**config.mk**
```make
export PLATFORM = sky130hd
export DESIGN_NAME = lsd_buffer_reader
export DESIGN_NICKNAME = d
export VERILOG_FILES = /design/src/rtl/lsd_buffer_reader.sv
export SDC_FILE = /design/constraint.sdc
export NUM_CORES = 1
export LEC_CHECK = 0
export CORE_ASPECT_RATIO = 0.5
export CORE_UTILIZATION = 41
export CTS_CLUSTER_DIAMETER = 50
export DETAILED_ROUTE_END_ITERATION = 16
export GPL_ROUTABILITY_DRIVEN = 0
export GPL_TIMING_DRIVEN = 0
export HOLD_SLACK_MARGIN = 0.02
export PLACE_DENSITY = 0.78
export SYNTH_ARGS = -nofsm -noshare
export SYNTH_HDL_FRONTEND = slang
export SYNTH_SLANG_ARGS = --single-unit
```
**constraint.sdc**
```tcl
create_clock -name clock -period 2.2 [get_ports clock]
set_input_delay 0.22 -clock clock [delete_from_list [all_inputs] [get_ports clock]]
set_output_delay 0.22 -clock clock [all_outputs]
set_load 0.01 [all_outputs]
```
**src/rtl/lsd_buffer_reader.sv**
```systemverilog
// Readout sequencer for the write-protected LSD segment buffer: locks the buffer,
// walks addresses 0..N-1 and emits each segment as one valid/ready stream beat.
module lsd_buffer_reader #(
    parameter int FRAME_HEIGHT = 1024,
    parameter int FRAME_WIDTH  = 2048,
    parameter int RAM_SIZE     = 4096,
    parameter int RD_LATENCY   = 2,
    localparam int VW = $clog2(FRAME_HEIGHT),
    localparam int HW = $clog2(FRAME_WIDTH),
    localparam int AW = $clog2(RAM_SIZE),
    localparam int DW = 2 * (VW + HW)
) (
    input  logic          clock,
    input  logic          n_rst,
    input  logic          in_start,
    input  logic          in_buf_ready,
    input  logic [AW-1:0] in_line_num,
    input  logic [VW-1:0] in_seg_start_v,
    input  logic [VW-1:0] in_seg_end_v,
    input  logic [HW-1:0] in_seg_start_h,
    input  logic [HW-1:0] in_seg_end_h,
    output logic [AW-1:0] out_rd_addr,
    output logic          out_write_protect,
    output logic [DW-1:0] out_tdata,
    output logic          out_tvalid,
    input  logic          in_tready,
    output logic          out_tlast,
    output logic          out_busy,
    output logic          out_done,
    output logic [AW-1:0] out_seg_count
);

    localparam int LW = (RD_LATENCY < 2) ? 1 : $clog2(RD_LATENCY + 1);

    typedef enum logic [2:0] {
        ST_IDLE,
        ST_LOCK,
        ST_WAIT,
        ST_SEND,
        ST_FIN
    } state_t;

    state_t        state;
    state_t        state_next;
    logic [AW-1:0] line_n;
    logic [LW-1:0] wait_cnt;
    logic          wait_done;

    assign wait_done = (wait_cnt == LW'(RD_LATENCY - 1));
    assign out_busy  = (state != ST_IDLE);

    always_ff @(posedge clock or negedge n_rst) begin
        if (!n_rst) begin
            state <= ST_IDLE;
        end else begin
            state <= state_next;
        end
    end

    // In SEND the beat is always valid, so tready alone marks the handshake.
    always_comb begin
        state_next = state;
        case (state)
            ST_IDLE: begin
                if (in_start) begin
                    state_next = ST_LOCK;
                end
            end
            ST_LOCK: begin
                if (in_buf_ready) begin
                    state_next = (in_line_num == '0) ? ST_FIN : ST_WAIT;
                end
            end
            ST_WAIT: begin
                if (wait_done) begin
                    state_next = ST_SEND;
                end
            end
            ST_SEND: begin
                if (in_tready) begin
                    state_next = out_tlast ? ST_FIN : ST_WAIT;
                end
            end
            ST_FIN: begin
                state_next = ST_IDLE;
            end
            default: begin
                state_next = ST_IDLE;
            end
        endcase
    end

    // Done is registered so it is high exactly for the single FIN cycle.
    always_ff @(posedge clock or negedge n_rst) begin
        if (!n_rst) begin
            out_rd_addr       <= '0;
            out_write_protect <= 1'b0;
            out_tdata         <= '0;
            out_tvalid        <= 1'b0;
            out_tlast         <= 1'b0;
            out_done          <= 1'b0;
            out_seg_count     <= '0;
            line_n            <= '0;
            wait_cnt          <= '0;
        end else begin
            out_done <= (state_next == ST_FIN);
            case (state)
                ST_IDLE: begin
                    if (in_start) begin
                        out_write_protect <= 1'b1;
                        out_seg_count     <= '0;
                    end
                end
                ST_LOCK: begin
                    if (in_buf_ready) begin
                        line_n      <= in_line_num;
                        out_rd_addr <= '0;
                        wait_cnt    <= '0;
                    end
                end
                ST_WAIT: begin
                    if (wait_done) begin
                        out_tdata  <= {in_seg_start_v, in_seg_start_h, in_seg_end_v, in_seg_end_h};
                        out_tvalid <= 1'b1;
                        out_tlast  <= (out_rd_addr == line_n - AW'(1));
                    end else begin
                        wait_cnt <= wait_cnt + LW'(1);
                    end
                end
                ST_SEND: begin
                    if (in_tready) begin
                        out_seg_count <= out_seg_count + AW'(1);
                        out_tvalid    <= 1'b0;
                        out_tlast     <= 1'b0;
                        if (!out_tlast) begin
                            out_rd_addr <= out_rd_addr + AW'(1);
                            wait_cnt    <= '0;
                        end
                    end
                end
                ST_FIN: begin
                    out_write_protect <= 1'b0;
                end
                default: begin
                    out_write_protect <= 1'b0;
                end
            endcase
        end
    end

endmodule

```
==> reports/metrics.yaml <==
pwr:
  cell_internal_pwr_mw: 4.90
  sw_frac_of_total_pct: 34.5
  irDropWorstVdd_mv: 0.579
  switchingPower_mw: 2.58
  power.density_nw_per_um2: 1270
  p_clk_share_pct: 22.3
  pwr-share-comb_pct: 42.5
  power_frac_seq_pct: 35.3
  total_power_mw: 7.48
  p_leak_nw: 2.61
drt:
  drc: 0
  drt_wl_total_um: 9830
  routedWlPerCell_um: 13.6
  initialDrtViolationCount: 146
  drt_first_pass_iters: 4
  ant_nets: 0
  vias_per_cell: 4.87
  num_vias: 3518
clock_tree:
  htreeDepth: 3
  clock_latency_ns: 0.33
  cts_root_buf: "clkbuf_16"
  cts_tree: "built"
  clock_path_buffers: 2
  cts_sinks: 87
  numCtsBuffers: 9
  path_clk_slew_ns: 0.06
sta:
  fin_skew_ns: 0.00465
  worstMarginPinSlew_ns: 0.501
  setup_viol: 1
  slew_viol_final: 0
  fmax_ghz: 0.454
  finalSetupTns_ns: -0.00121
  rsz0062_at_grt: "true"
  setup_ws_ns: -0.00121
  slew_headroom_pct: 66.6
  hold_violations: 0
  period_share_pct: 100
  period_needed_ns: 2.20
critical_path:
  r2r_setup_slack_ns: -0.001
  start_kind: "flip-flop"
  critPathArrivalTime_ns: 2.46
  cp-end-kind: "flip-flop"
  path_max_fanout: 6
  critical_path_class: "flip-flop to flip-flop"
  required_ns: 2.46
status:
  status: "finished, violations left"
  violations: "negative setup slack"
synthesis:
  yosys_warnings: 0
  synth_nets: 500
  ys_ff_latch: 87
  avgSynthCellArea_um2: 9.19
  syn-cell-area_um2: 4020
  synth_cells: 437
  synth_top_area_share_pct: 54.2
  ys_types: 46
  seq_area_frac_synth_pct: 54.2
  synthTopCellsByArea: "dfrtp_1, nand2_1, xor2_1"
  yosys.area.top_type: "dfrtp_1"
die:
  core-area_um2: 9480
  die_y_um: 72.0
  initial_core_util_pct: 42.4
  dieWidth_um: 142
  ios: 130
  die_area_um2: 10200
  row_count: 25
final_layout:
  final_nets: 647
  areaGrowthSynthToFinish_pct: 47.1
  drive_above_1_share_pct: 7.82
  fillers: 804
  final_common_cell: "nand2_1"
  diodes: 0
  final_cell_mix: "nand2_1, clkdlybuf4s50_1, dfrtp_1"
global_route:
  grt_max_degree: 62
  grt_pass1_vias: 3298
  grt_pass1_wl_um: 16000
  overflow: 0
  antenna_found_initial: 0
  track_usage_pct: 20.1
place:
  portBuffers: 129
  pre_cts_ws_ns: -0.199
  dpl.hpwl_um: 7120
worst_hold_path:
  hold_class: "primary input to asynchronous set/reset pin"
flow_run:
  max-cap-violations: 0
[stage by stage]
step,instances,utilization [%],area [µm²],hold WS (ns)
2_1_floorplan,437,-,4020,-0.0756
3_3_place_gp,701,57.8,5480,0.457
3_5_place_dp,702,58.1,5510,0.162
4_1_cts,720,62.0,5870,0.346
5_1_grt,723,62.3,5900,0.370
6_report,723,62.3,5900,0.356
[worst max-delay path, cell delays in order (launching register included)]
cell and delay [ns]:
dfrtp_1 0.38, buf_6 0.12, or3_4 0.36, or4_4 0.44, or3b_1 0.37, a211oi_2 0.19
o22ai_1 0.12, o21ai_1 0.14
[kinds of logic (layout without fill, tap and decap cells)]
logic type               Yosys count  after routing  share of synthesized area, %
multiplexers                      12             12                          3.30
buffers and inverters             33            184                          3.30
AND/OR/NAND/NOR                  233            233                          25.8
flip-flops                        87             87                          54.2
AO/OA/AOI/OAI                     43             43                          6.64
XOR/XNOR                          25             25                          5.45
adder cells (fa/ha/maj)            4              4                          1.25
[synthesized netlist by cell type, drive strengths merged]
cell,count
nand2,145
dfrtp,87
nor2,25
clkbuf,18
o21ai,15
xor2,13
inv,12
nand3,12
xnor2,12
a21oi,11
mux2,10
or3,9
nand4,8
nor3,6
and3,4
ha,4
nand3b,4
nor4,4
buf,3
o22ai,3
o31ai,3
or2,3
or4,3
a31oi,2
a32oi,2
mux2i,2
nand2b,2
a211oi,1
a21o,1
a311oi,1
a32o,1
and2,1
and3b,1
and4b,1
nand4b,1
nor2b,1
nor3b,1
nor4b,1
o22a,1
o31a,1
o41ai,1
or3b,1
[per-layer routing]
metal | vias to the layer above | GRT usage, % | wire length, µm
li1 | 1750 | - | -
met1 | 1679 | 25.4 | 4380
met2 | 81 | 34.6 | 4920
met3 | 8 | 5.41 | 452
met4 | 0 | 5.14 | 69
met5 | - | 0 | 0
[state kept, by name, summed over array words and instances (netlist names)]
name	cells
out_done	1
wait_cnt	2
out_rd_addr	12
out_tvalid	1
out_seg_count	12
out_tdata	42
state	3
line_n	12
out_tlast	1
out_write_protect	1
[power by group through the flow]
stage | registers, mW | clock network, mW | logic (mW)
6_report | 2.64 | 1.67 | 3.18
3_5_place_dp | 2.68 | 0 | 3.12
5_1_grt | 2.71 | 1.78 | 3.52
2_1_floorplan | 2.82 | 0 | 1.47
3_3_place_gp | 2.64 | 0 | 3.03
4_1_cts | 2.64 | 1.71 | 3.18
[final timing paths]
check / endpoint / startpoint / depth (start not counted)
hold / removal: out_tdata[14]$_DFFE_PN0P_ / n_rst / 2
max in group asynchronous: line_n[3]$_DFFE_PN0P_ / n_rst / 3
min in group clock: out_tdata[32]$_DFFE_PN0P_ / in_seg_start_v[0] / 3
setup / recovery: out_tlast$_DFFE_PN0P_ / line_n[2]$_DFFE_PN0P_ / 7
hold reg to reg: out_tdata[34]$_DFFE_PN0P_ / out_tdata[34]$_DFFE_PN0P_ / 2
setup reg to reg: out_tlast$_DFFE_PN0P_ / line_n[2]$_DFFE_PN0P_ / 7
[what timing repair did]
| item | CTS | global route |
|---|---|---|
| pin swaps | 6 | 6 |
| gates resized for setup | 4 | 4 |
| endpoints found under the setup margin | 12 | 16 |
| hold endpoints to repair | 26 | 0 |
| cloned | 0 | 0 |
| hold buffers | 1 | 0 |
| buffers inserted | 3 | 3 |
[area by class of cell]
| cell class | instances | area (µm²) | area share (%) |
|---|---|---|---|
| timing repair buffer | 137 | 1370 | 23.2 |
| multi-input combinational | 317 | 1720 | 29.2 |
| buffer | 20 | 85.1 | 1.44 |
| clock inverter | 3 | 65.1 | 1.10 |
| inverter | 12 | 45.0 | 0.763 |
| tap | 135 | 169 | 2.86 |
| sequential | 87 | 2180 | 36.9 |
| clock buffer | 12 | 267 | 4.51 |
(Power assumes the default switching activity.)
